### src/rtl/ad_capture.sv
// ad_capture: dual ADC frame controller, 4-channel deserializer and block averager.
module ad_capture #(
  parameter int SAMPLE_PERIOD = 24,
  parameter int AVG_LOG = 3
) (
  input  logic        clk,
  input  logic        reset_n,
  input  logic        run,
  output logic        ad_cs,
  input  logic [1:0]  ad_sdata_a,
  input  logic [1:0]  ad_sdata_b,
  output logic [11:0] ci_sample,
  output logic [11:0] cv_sample,
  output logic [11:0] li_sample,
  output logic [11:0] lv_sample,
  output logic        sample_valid,
  output logic [11:0] ci_avg,
  output logic [11:0] cv_avg,
  output logic [11:0] li_avg,
  output logic [11:0] lv_avg,
  output logic        avg_valid
);
  localparam int PER = SAMPLE_PERIOD < 18 ? 18 : SAMPLE_PERIOD;
  localparam int QW = $clog2(PER);
  localparam logic [QW-1:0] K16 = QW'(16);
  localparam logic [QW-1:0] QEND = QW'(PER - 16);
  localparam logic [4:0] FLAST = 5'((1 << AVG_LOG) - 1);
  typedef enum logic [1:0] {IDLE, CONV, QUIET} state_t;
  state_t state, state_nx;
  logic [QW-1:0] cnt, cnt_nx;
  logic [3:0] din;
  logic [11:0] sh [4];
  logic [11:0] smp [4];
  logic [11:0] avg [4];
  logic [15:0] acc [4];
  logic [15:0] sum [4];
  logic [4:0] fcnt;
  logic shift_en, deliver, last;
  // cnt holds the frame edge index k that the next clock edge represents
  always_comb begin
    state_nx = state;
    cnt_nx = cnt + 1'b1;
    unique case (state)
      IDLE: begin
        state_nx = run ? CONV : IDLE;
        cnt_nx = QW'(1);
      end
      CONV: if (cnt == K16) begin
        state_nx = QUIET;
        cnt_nx = QW'(1);
      end
      QUIET: if (cnt == QEND) begin
        state_nx = run ? CONV : IDLE;
        cnt_nx = QW'(1);
      end
      default: state_nx = IDLE;
    endcase
  end
  always_ff @(posedge clk) begin
    if (!reset_n) begin
      state <= IDLE;
      cnt <= '0;
      ad_cs <= 1'b1;
    end else begin
      state <= state_nx;
      cnt <= cnt_nx;
      ad_cs <= state_nx != CONV;
    end
  end
  assign shift_en = state == CONV && cnt >= QW'(4) && cnt <= QW'(15);
  assign deliver = state == CONV && cnt == K16;
  assign last = fcnt == FLAST;
  always_comb begin
    for (int i = 0; i < 4; i++) sum[i] = acc[i] + {4'b0, sh[i]};
  end
  always_ff @(posedge clk) begin
    if (!reset_n) begin
      din <= '0;
      fcnt <= '0;
      sample_valid <= 1'b0;
      avg_valid <= 1'b0;
      for (int i = 0; i < 4; i++) begin
        sh[i] <= '0;
        smp[i] <= '0;
        avg[i] <= '0;
        acc[i] <= '0;
      end
    end else begin
      din <= {ad_sdata_b[1], ad_sdata_a[1], ad_sdata_b[0], ad_sdata_a[0]};
      sample_valid <= deliver;
      avg_valid <= deliver && last;
      if (deliver) fcnt <= last ? '0 : fcnt + 1'b1;
      for (int i = 0; i < 4; i++) begin
        if (shift_en) sh[i] <= {sh[i][10:0], din[i]};
        if (deliver) begin
          smp[i] <= sh[i];
          acc[i] <= last ? '0 : sum[i];
          if (last) avg[i] <= 12'(sum[i] >> AVG_LOG);
        end
      end
    end
  end
  assign ci_sample = smp[0];
  assign cv_sample = smp[1];
  assign li_sample = smp[2];
  assign lv_sample = smp[3];
  assign ci_avg = avg[0];
  assign cv_avg = avg[1];
  assign li_avg = avg[2];
  assign lv_avg = avg[3];
endmodule

### config.mk
export PLATFORM = sky130hd
export DESIGN_NAME = ad_capture
export DESIGN_NICKNAME = d
export VERILOG_FILES = /design/src/rtl/ad_capture.sv
export SDC_FILE = /design/constraint.sdc
export NUM_CORES = 1
export LEC_CHECK = 0
export ABC_AREA = 1
export CAP_MARGIN = 5
export CORE_MARGIN = 8
export CORE_UTILIZATION = 45
export DETAILED_ROUTE_END_ITERATION = 12
export HOLD_SLACK_MARGIN = 0.06
export PLACE_DENSITY = 0.7
export SLEW_MARGIN = 10
export SYNTH_ARGS = -nofsm -noshare
export SYNTH_HDL_FRONTEND = slang
export SYNTH_SLANG_ARGS = --single-unit
### constraint.sdc
create_clock -name clk -period 6.9 [get_ports clk]
set_clock_uncertainty 0.1 [all_clocks]
set_input_delay 0.69 -clock clk [delete_from_list [all_inputs] [get_ports clk]]
set_output_delay 0.69 -clock clk [all_outputs]
set_load 0.01 [all_outputs]
# After elaboration in Yosys (flattened, before gate mapping)

Memory sizes are Yosys's and may differ from the RTL's.
Cells that the tools add are included.

$lt $le $gt $ge: 2
Mux-type cells: 39
Bitwise gates (word level): 16
Eq/ne operators: 6
Add/subtract/negate cells: 6
Reduce and logical (&&, ||, !) cells: 5

Operators with widths:

| cell                                                           | count |
|---|---|
| 2-to-1 mux 12 bit                                              | 12 |
| 2-to-1 mux 16 bit                                              | 8 |
| adder 16 x 12 -> 16 bit                                        | 4 |
| bitwise OR 1 bit                                               | 16 |
| 2-to-1 mux 5 bit                                               | 3 |
| case mux 5 bit (3 select lines)                                | 1 |
| 2-to-1 mux 1 bit                                               | 12 |
| adder 5 x 1 -> 5 bit, second input constant                    | 2 |
| case mux 2 bit (3 select lines)                                | 1 |
| equality test 5 x 3 -> 1 bit, second input constant            | 1 |
| equality test 5 x 4 -> 1 bit, second input constant            | 1 |
| equality test 5 bit, second input constant                     | 1 |
| >= comparator 5 x 3 -> 1 bit, second input constant            | 1 |
| less-or-equal comparator 5 x 4 -> 1 bit, second input constant | 1 |
| logical AND 1 bit                                              | 4 |
| 2-to-1 mux 2 bit                                               | 2 |
| equality test 2 x 1 -> 1 bit, second input constant            | 1 |
| equality test 2 bit, second input constant                     | 1 |
| zero test 2 bit                                                | 1 |
| inequality test 2 x 1 -> 1 bit, second input constant          | 1 |

Register bits after elaboration: 19
Input bits: 7
Memories kept: 4
RAM bits: 208

Memory list:

| memory | words | width | read ports | clocked after memory_dff | wr ports | line | text |
|---|---|---|---|---|---|---|---|
| acc    | 4     | 16    | 4          | 0                        | 4        | 35   | `logic [15:0] acc [4];` |
| avg    | 4     | 12    | 4          | 0                        | 4        | 34   | `logic [11:0] avg [4];` |
| sh     | 4     | 12    | 4          | 0                        | 4        | 32   | `logic [11:0] sh [4];` |
| smp    | 4     | 12    | 4          | 0                        | 4        | 33   | `logic [11:0] smp [4];` |

# Depth between registers and ports, before layout

Depth in word-level cells: 7
Depth in mapped cells: 11

# Worst setup path before layout

No wires, ideal clock.

Path type: reg-to-reg
From: reg fcnt[0]
To: mem avg[0][0], enable pin
Required time: 6.278 ns
Slack: 1.898 ns
Clock period less this slack: 5.002 ns
Path buffers: 0
Data arrival time: 4.380 ns
Stages on the path, launching flop included: 6
Path through: dfxtp_1 -> ha_1 -> nand2_1 -> nor3_1 -> inv_1 -> o21ai_0

RTL lines:

| item                     | line | text |
|---|---|---|
| start: declaration       | 37   | `logic [4:0] fcnt;` |
| start signal: assignment | 92   | `if (deliver) fcnt <= last ? '0 : fcnt + 1'b1;` |
| end: declaration         | 34   |  |

==> flow_summary_export.csv <==
group,metric,value,unit
timing,finalHoldViolations,0,
yosys,synthTopCellsByArea,"edfxtp_1 55%, nand2_1 9.8%, nor2_1 8.7%",
grt,use_met3,3.31,%
pwr,power.leakage,0.00586,uW
yosys,synth_top_area_cell,"edfxtp_1",
yosys,async_reset_ff_share,0,%
min_path,hold_path_class,"flip-flop to flip-flop",
die,dieArea,29900,um^2
die,start_util,45.8,%
clocking,cts_setup_buffers,0,
die,dieHeight,173,um
route,wl_per_cell,13.8,um
die,placeableCoreArea,24200,um^2
grt,grt_max_degree,62,
yosys,synth_edf_count,204,
die,fp.dieW,173,um
grt,antenna_found_initial,0,
yosys,synth_nets,1261,
clocking,clock_path_buffers,3,
clocking,hold_buffers,0,
yosys,synth_common_cells,"291 x nand2_1, 256 x nor2_1, 204 x edfxtp_1",
route,routed_wl,22900,um
yosys,syn_area,11100,um^2
worst_setup_path,endpoint_kind,"flip-flop",
timing,rsz0062_at_grt,"false",
clocking,cts_root_buf,"clkbuf_16",
route,routed-via-count,7878,
grt,grt_use_total,15.2,%
timing,tightest_slew,1.03,ns
timing,min_period,2.86,ns
yosys,synth_most_common_cell,"nand2_1",
clocking,cts_resized,0,
final_layout,drive_gt1_share,4.14,%
grt,met2_usage,25.8,%
clocking,clk_pin_slew,0.06,ns
pwr,peakVddDrop,0.153,mV
yosys,synth_warnings,0,
place,io_buffer_count,105,
clocking,h-tree-depth,1,
route,drt-initial-drc-count,428,
grt,busiest_layer,"met2",
grt,grt_pass1_wl,38300,um
die,row_count,57,
die,io_pins,106,
clocking,numCtsBuffers,24,
grt,global_route.usage.met1,19.8,%
outcome,status,"complete, no violations",
final_layout,num-nets-final,1375,
grt,grt_pass1_vias,7771,
timing,hold_ws,0.381,ns
yosys,ys_seq_elements,223,
route,drc_errors,0,
final_layout,area_delta_synth_final,20.9,%
timing,relSlewSlack,31.3,%
timing,slew_violations,0,
yosys,ys.flop_type,"edfxtp_1",
pwr,powerDensity,240,nW/um^2
worst_setup_path,critPathKind,"input port to flip-flop",
worst_setup_path,cp.required,6.94,ns
clocking,insertion_delay,0.51,ns
worst_setup_path,crit_arrival,2.89,ns
flow_run,cap_violations,0,
grt,grt_overflow,0,
timing,fmax,350,MHz
timing,finalCritPeriodShare,41.4,%
place,dp_hpwl,15600,um
timing,tns,0,ns
route,routed_via_density,4.76,
route,first_pass_iters,7,
yosys,syn_area_per_cell,9.26,um^2
yosys,syn_inst,1198,
clocking,clock_sinks,223,
place,gp_congestion,0.882,
worst_setup_path,startpoint_type,"input port",
yosys,seq_area_frac_synth,58.6,%
final_layout,num_antenna_cells,0,
yosys,yosysUniqueCellTypes,27,
yosys,synth_top_cell_area_share,55.2,%
clocking,cts_tree,"done",
final_layout,nFillCells,2208,
worst_setup_path,path_max_fanout,56,
route,ant_nets,0,
timing,setup_viol,0,
cell type report:
cell class / count / area (um^2) / share of cell area (%)
Sequential cell: 223 / 6510 / 48.5
Multi-Input combinational cell: 754 / 3770 / 28.1
Timing Repair Buffer: 110 / 1090 / 8.11
Inverter: 199 / 747 / 5.57
Clock buffer: 35 / 726 / 5.41
Tap cell: 324 / 405 / 3.02
Clock inverter: 9 / 173 / 1.29
routing by layer:
metal	wire length, um	up-vias	share of wire [%]
met2	10800	146	47
met5	0	-	0
met1	10600	3684	46
met4	306	0	1.3
met3	1190	23	5.2
li1	-	4025	-
worst max-delay path: stages:
cell and delay, ns:
clkdlybuf4s50_1 0.70, nand2_4 0.75, buf_4 0.71
cell usage in the layout (no fill, tap or decap), types with 9 or more instances in the layout:
cell	instances
nand2_1	289
nor2_1	256
edfxtp_1	204
inv_1	197
clkdlybuf4s50_1	105
ha_1	52
nand3_1	37
a21oi_1	29
clkbuf_16	27
xnor2_1	19
dfxtp_1	19
nand3b_1	16
nand4_1	9
flip-flops by register name, indices dropped and copies added (netlist names):
register	count
acc	60
avg	48
sh	48
smp	48
cnt	5
fcnt	5
din	4
state	2
ad_cs	1
avg_valid	1
sample_valid	1
where the power goes:
part           switching [uW]  internal (uW)  total [uW]
registers                21.9           1520        1540
clock network             516            917        1430
logic                     151            100         251
total                     689           2540        3230
per-stage QoR:
stage | power, uW | utilization [%] | std cells | cell area, um^2 | setup WS [ns]
after floorplan | 1720 | - | 1198 | 11100 | 1.90
after global placement | 1820 | 51.6 | 1610 | 12500 | 3.56
after detailed placement | 1820 | 51.6 | 1610 | 12500 | 3.52
after CTS | 3260 | 55.3 | 1654 | 13400 | 4.05
after global routing | 3340 | 55.3 | 1654 | 13400 | 3.86
final | 3230 | 55.3 | 1654 | 13400 | 4.04
path summary, 6_finish.rpt:
path                 from        end  slack (ns)  cells after the start
setup / recovery  reset_n  smp[3][7]        4.04                      3
hold / removal    fcnt[1]    fcnt[1]        0.38                      2
setup reg to reg   cnt[0]  smp[3][7]        4.10                      7
hold reg to reg   fcnt[1]    fcnt[1]        0.38                      2
cell families (layout without fill, tap and decap cells):
kind of cell | after synthesis | in the layout | synth area share, %
AND/OR/NAND/NOR | 634 | 634 | 23.3
XOR/XNOR | 26 | 26 | 2.05
adder cells (fa/ha/maj) | 56 | 56 | 6.58
AO/OA/AOI/OAI | 38 | 38 | 1.71
buffers and inverters | 221 | 353 | 7.69
flip-flops | 223 | 223 | 58.6
Note: power is estimated with default switching activity, not from simulation.
==> patch 1: new RTL, same settings <==
The parameter `SAMPLE_PERIOD` goes from 24 to 36.
--- a/src/rtl/ad_capture.sv
+++ b/src/rtl/ad_capture.sv
@@ -2,3 +2,3 @@
 module ad_capture #(
-  parameter int SAMPLE_PERIOD = 24,
+  parameter int SAMPLE_PERIOD = 36,
   parameter int AVG_LOG = 3
Function: same outputs for any inputs over 10 cycles, from zero or initial values and one cycle with reset_n low; that may be too few to reach the edited logic, so the function may still have changed.
==> patch 1 against the original RTL <==
Design area shrank 0.77%. Combinational power is essentially flat. Via count shrank 1.2%. Count of clock-buffer cells in the layout increased by 1. Wire length decreased by 0.74%. Sequential cell count up 1. Final cell count fell by 0.73%. Utilization fell by 0.43 points. Worst setup slack improved by 0.019 ns. Total power shrank 3.4%. Synthesized cell count fell by 1.0%. First-iteration DRC count up 20%. Area after synthesis about the same. Hold slack improved by 0.026 ns. Critical path type is now reg -> reg. Largest power group unchanged.
==> patch 1: results (changes against the original RTL) <==
* Result of the run: finished, final reports clean
* Synthesized net count at 1248 (-1.0%)
* Iteration-0 DRC Markers at 515 (+20%)
* Reg2Reg Setup Slack at 4.06 ns (-0.04 ns)
* Cts hold-fix bufs at 0 (unchanged)
* Crit path to: acc[3][1]
* Post-DP HPWL at 15300 µm (-1.8%)
* Worst hold path class: reg -> reg
* Share of synthesized area occupied by flip-flops and latches at 0.588 (+0.00154)
* Final routed wire length divided by cell count at 13.8 µm (about the same)
* Max Fanout on Critical Path at 62 (+11%)
* Total number of yosys warnings at 0 (unchanged)
* Placeable core region at 24200 µm² (unchanged)
* Max rail drop VDD at 0.000146 V (-4.8%)
* Final nets at 1362 (-0.95%)
* Register containing the most flip-flops in the final layout: acc
* CTS H-tree depth at 1 (unchanged)
* Number of iterations in the first detailed-routing pass at 7 (unchanged)
* Max reg flops at 60 (unchanged)
* Mapped Avg Cell Area at 9.36 µm² (+1.1%)
* Post-CTS setup buffer count at 0 (unchanged)
* Clock Path Buffers at 3 (unchanged)
* Proportion of register bits with asynchronous set or reset after synthesis at 0 (unchanged)
* Wire length of the first global-routing pass at 37500 µm (-1.9%)
* Data arrival time of the critical path at 2.88 ns (about the same)
* Worst-skew pair later-pin latency at 0.52 ns
* Cell types with the largest area share after synthesis: sky130_fd_sc_hd__edfxtp_1 55%, sky130_fd_sc_hd__nand2_1 9.6%, sky130_fd_sc_hd__nor2_1 8.6%, sky130_fd_sc_hd__inv_1 6.4%, sky130_fd_sc_hd__ha_1 5.7%
* IO buf count at 105 (unchanged)
* Crit. Startpoint: cnt[0]
* Drt via density at 4.74 (-0.51%)
* Post-synth EDFFs at 204 (unchanged)
* Summed negative setup slack over all endpoints at 0 ns (unchanged)
* Worst-Margin Slew at 1.04 ns (+0.0163 ns)
* Main synth FF type: sky130_fd_sc_hd__edfxtp_1
* Cell depth of the worst hold path at 2 (unchanged)
* GR Util All Layers at 0.150 (-0.00243)
* Count of cells along the worst register-to-register path at 7 (unchanged)
* Routability congestion estimate from global placement at 0.876 (-0.70%)
* Maximum number of pins on one net before global-route repair at 63 (+1.6%)
* Clock transition at path regs at 0.06 ns (about the same)
* Root Driver: sky130_fd_sc_hd__clkbuf_16
* Distinct cell type count after synthesis at 29 (+7.4%)
* Area after detailed placement at 12500 µm² (-0.13%)
* Worst setup slack after placement at 3.52 ns (+0.00658 ns)
* Most instantiated cells after synthesis: 284 x sky130_fd_sc_hd__nand2_1, 254 x sky130_fd_sc_hd__nor2_1, 204 x sky130_fd_sc_hd__edfxtp_1, 188 x sky130_fd_sc_hd__inv_1, 51 x sky130_fd_sc_hd__ha_1
* Number of antenna violations at the first check in global routing at 0 (unchanged)
* Clock buffers created by TritonCTS at 24 (unchanged)
* Number of diodes at 0 (unchanged)
* Total vias in the final route at 7781 (-1.2%)
* Worst setup slack after layout at 4.06 ns (+0.0193 ns)
* Cells after DPL at 1598 (-0.75%)
* Number of global-route vias before repair at 7672 (-1.3%)
* Static Leakage at 0.00577 µW (-1.5%)
* Layout cells sized above 1 at 0.0410 (-0.000382)
* # resized after CTS at 0 (unchanged)
-- patch 1: logic make-up (layout without fill, tap and decap cells) --
| family | count (synthesis) | in the layout | synth area share |
|---|---|---|---|
| xor gates and xnor gates | 30 | 30 | 0.0237 |
| AOI/OAI and AO/OA | 34 | 34 | 0.0155 |
| buffers and inverters | 213 | 345 | 0.0750 |
| and+or+nand+nor | 630 | 630 | 0.233 |
| adders and majority gates | 55 | 55 | 0.0647 |
| DFF | 224 | 224 | 0.588 |
-- patch 1: per-stage QoR --
step | utilization | power, µW
after global placement | 0.516 | 1830
after global routing | 0.549 | 3220
after floorplan | - | 1730
after detailed placement | 0.516 | 1830
final | 0.549 | 3120
after CTS | 0.549 | 3140
-- patch 1: layer usage --
layer,part of all wire,wire [µm],global-route usage
met5,0,0,0
met4,0.021,473,0.0384
met3,0.057,1310,0.0320
met2,0.46,10500,0.252
met1,0.46,10400,0.194
-- patch 1: worst min path at each step --
stage	start	to	slack (ns)
global route	fcnt[1]	fcnt[1]	0.43
global placement	fcnt[0]	fcnt[0]	0.38
floorplan	cnt[0]	cnt[0]	0.36
CTS	fcnt[0]	fcnt[0]	0.40
detailed placement	fcnt[0]	fcnt[0]	0.39
finish	fcnt[0]	fcnt[0]	0.41
-- patch 1: cell type report --
type	count	area, µm²
inverters	191	717
well taps	324	405
multi-input cells	749	3770
clock buffers	36	697
fillers	2147	10900
repair buffers	110	1090
clock inverters	8	114
flip-flops and latches	224	6530
-- patch 1: report_power, final --
group          internal (µW)  switching (µW)
combinational            101             149
clock                    807             510
sequential              1530            22.3
total                   2430             682
-- patch 1: critical path, cell delays in order, from the launching register on --
cell                      delay (ns)
sky130_fd_sc_hd__dfxtp_1        0.34
sky130_fd_sc_hd__inv_1          0.07
sky130_fd_sc_hd__ha_1           0.17
sky130_fd_sc_hd__nand3_2        0.12
sky130_fd_sc_hd__nor2_4         0.14
sky130_fd_sc_hd__inv_2          0.13
sky130_fd_sc_hd__nand2_4        0.66
sky130_fd_sc_hd__buf_4          0.68
==> patch 2: new RTL, same flow settings <==
Without the edit above. `din` no longer has a reset.
--- a/src/rtl/ad_capture.sv
+++ b/src/rtl/ad_capture.sv
@@ -77,3 +77,2 @@
     if (!reset_n) begin
-      din <= '0;
       fcnt <= '0;
@@ -88,3 +87,2 @@
     end else begin
-      din <= {ad_sdata_b[1], ad_sdata_a[1], ad_sdata_b[0], ad_sdata_a[0]};
       sample_valid <= deliver;
@@ -102,2 +100,6 @@
   end
+
+  always_ff @(posedge clk) begin
+    din <= {ad_sdata_b[1], ad_sdata_a[1], ad_sdata_b[0], ad_sdata_a[0]};
+  end
   assign ci_sample = smp[0];
Check against the original RTL: no difference found for any inputs over 10 cycles, from zero or initial values and one cycle with reset_n low; that may be too few to reach the edited logic, so the function may still have changed.
==> patch 2 against the original RTL <==
Die area shrank 0.13%. Wire length grew 1.8%. Sequential power is essentially flat. Non-clock buffer count shrank 1. First-iteration DRC count grew 2.6%. Area after synthesis shrank 0.15%. Count of clock-buffer cells in the layout shrank 2. Critical path depth grew 4. Design area shrank 1.1%. Via count shrank 0.81%. Sequential cell count is the same. Worst setup slack gained 0.064 ns. Total power shrank 3.7%. Highest routed layer unchanged.
==> patch 2: results (changes against the original RTL) <==
* Result of the run: finished, final reports clean
* Max Fanout on Critical Path at 59 (+5.4%)
* Final routed wire length divided by cell count at 14.3 µm (+3.3%)
* Static Leakage at 0.00579 µW (-1.2%)
* Register containing the most flip-flops in the final layout: acc
* Total vias in the final route at 7814 (-0.81%)
* Share of synthesized area occupied by flip-flops and latches at 0.587 (+0.000860)
* Reg2Reg Setup Slack at 4.11 ns (about the same)
* Hold WS at 0.398 ns (+0.0170 ns)
* Final nets at 1353 (-1.6%)
* Crit. Startpoint: cnt[0]
* Max reg flops at 60 (unchanged)
* Distinct cell type count after synthesis at 28 (+3.7%)
* Count of cells along the worst register-to-register path at 7 (unchanged)
* Number of global-route vias before repair at 7933 (+2.1%)
* Most instantiated cells after synthesis: 277 x sky130_fd_sc_hd__nand2_1, 248 x sky130_fd_sc_hd__nor2_1, 204 x sky130_fd_sc_hd__edfxtp_1, 183 x sky130_fd_sc_hd__inv_1, 52 x sky130_fd_sc_hd__ha_1
* Post-CTS setup buffer count at 0 (unchanged)
* Maximum number of pins on one net before global-route repair at 62 (unchanged)
* Startpoint of the most critical hold path: fcnt[1]
* Synthesized net count at 1240 (-1.7%)
* Worst slew slack as a fraction of its limit at 0.238 (-0.0743)
* Data arrival time of the critical path at 2.83 ns (-0.06 ns)
* Cell with the largest stage delay on the worst path: sky130_fd_sc_hd__buf_4
* Maximum cell stage delay along the critical path at 0.75 ns (about the same)
* GR Util All Layers at 0.155 (+0.00325)
* Clock Path Buffers at 3 (unchanged)
* CTS H-tree depth at 1 (unchanged)
* Routability congestion estimate from global placement at 0.894 (+1.4%)
* Cell types with the largest area share after synthesis: sky130_fd_sc_hd__edfxtp_1 55%, sky130_fd_sc_hd__nand2_1 9.4%, sky130_fd_sc_hd__nor2_1 8.4%, sky130_fd_sc_hd__inv_1 6.2%, sky130_fd_sc_hd__ha_1 5.9%
* Clock transition at path regs at 0.06 ns (about the same)
* Main synth FF type: sky130_fd_sc_hd__edfxtp_1
* Crit path to: smp[0][19]
* Post-DP HPWL at 15700 µm (+0.80%)
* Wire length of the first global-routing pass at 38800 µm (+1.3%)
* Worst-skew pair later-pin latency at roughly 0.52 ns
* IO buf count at 105 (unchanged)
* Layout cells sized above 1 at 0.0459 (+0.00455)
* Post-synth EDFFs at 204 (unchanged)
* Iteration-0 DRC Markers at 439 (+2.6%)
* Number of antenna violations at the first check in global routing at 0 (unchanged)
* Number of iterations in the first detailed-routing pass at 5 (-2)
* Worst hold path class: reg -> reg
* Sw Share at 0.219 (+0.00584)
* Max rail drop VDD at 0.000164 V (+7.0%)
* Proportion of register bits with asynchronous set or reset after synthesis at 0 (unchanged)
-- patch 2: power groups by stage --
stage | Sequential, µW | Clock, µW | Combinational, µW
after floorplan | 1580 | 0 | 141
after global placement | 1570 | 0 | 250
after detailed placement | 1570 | 0 | 251
after CTS | 1540 | 1340 | 253
after global routing | 1550 | 1390 | 281
final | 1540 | 1310 | 250
-- patch 2: logic make-up (layout without fill, tap and decap cells) --
family / after synthesis / count (layout) / synth area share
buf+inv: 209 / 339 / 0.0756
fa+ha+maj: 56 / 56 / 0.0659
xor+xnor: 23 / 23 / 0.0182
flops: 223 / 223 / 0.587
simple gates: 625 / 625 / 0.234
compound gates: 41 / 41 / 0.0187
-- patch 2: worst min-delay path, stage by stage (launching register included) --
cell and delay [ns]:
sky130_fd_sc_hd__dfxtp_1 0.33, sky130_fd_sc_hd__nand2_1 0.07, sky130_fd_sc_hd__a21oi_1 0.06
-- patch 2: metrics by stage --
stage	total power [µW]	area (µm²)	utilization	cells	worst slack, ns
2_1_floorplan	1720	11100	-	1177	1.90
3_3_place_gp	1820	12500	0.514	1588	3.58
3_5_place_dp	1820	12500	0.514	1588	3.57
4_1_cts	3140	13300	0.547	1631	4.07
5_1_grt	3220	13300	0.547	1631	3.83
6_report	3110	13300	0.547	1631	4.11
-- patch 2: cell type report --
type | count | area (µm²)
Fill cell | 2151 | 11000
Timing Repair Buffer | 109 | 1080
Clock buffer | 33 | 686
Clock inverter | 10 | 124
Inverter | 187 | 702
Multi-Input combinational cell | 745 | 3760
Sequential cell | 223 | 6510
Tap cell | 324 | 405
-- patch 2: per-layer routing --
layer  global-route usage  routed length (µm)  vias to the layer above
met5                    0                   0                        -
li1                     -                   -                     3993
met4               0.0428                 485                        0
met1                0.200               10500                     3586
met3               0.0311                1270                       35
met2                0.264               11100                      200
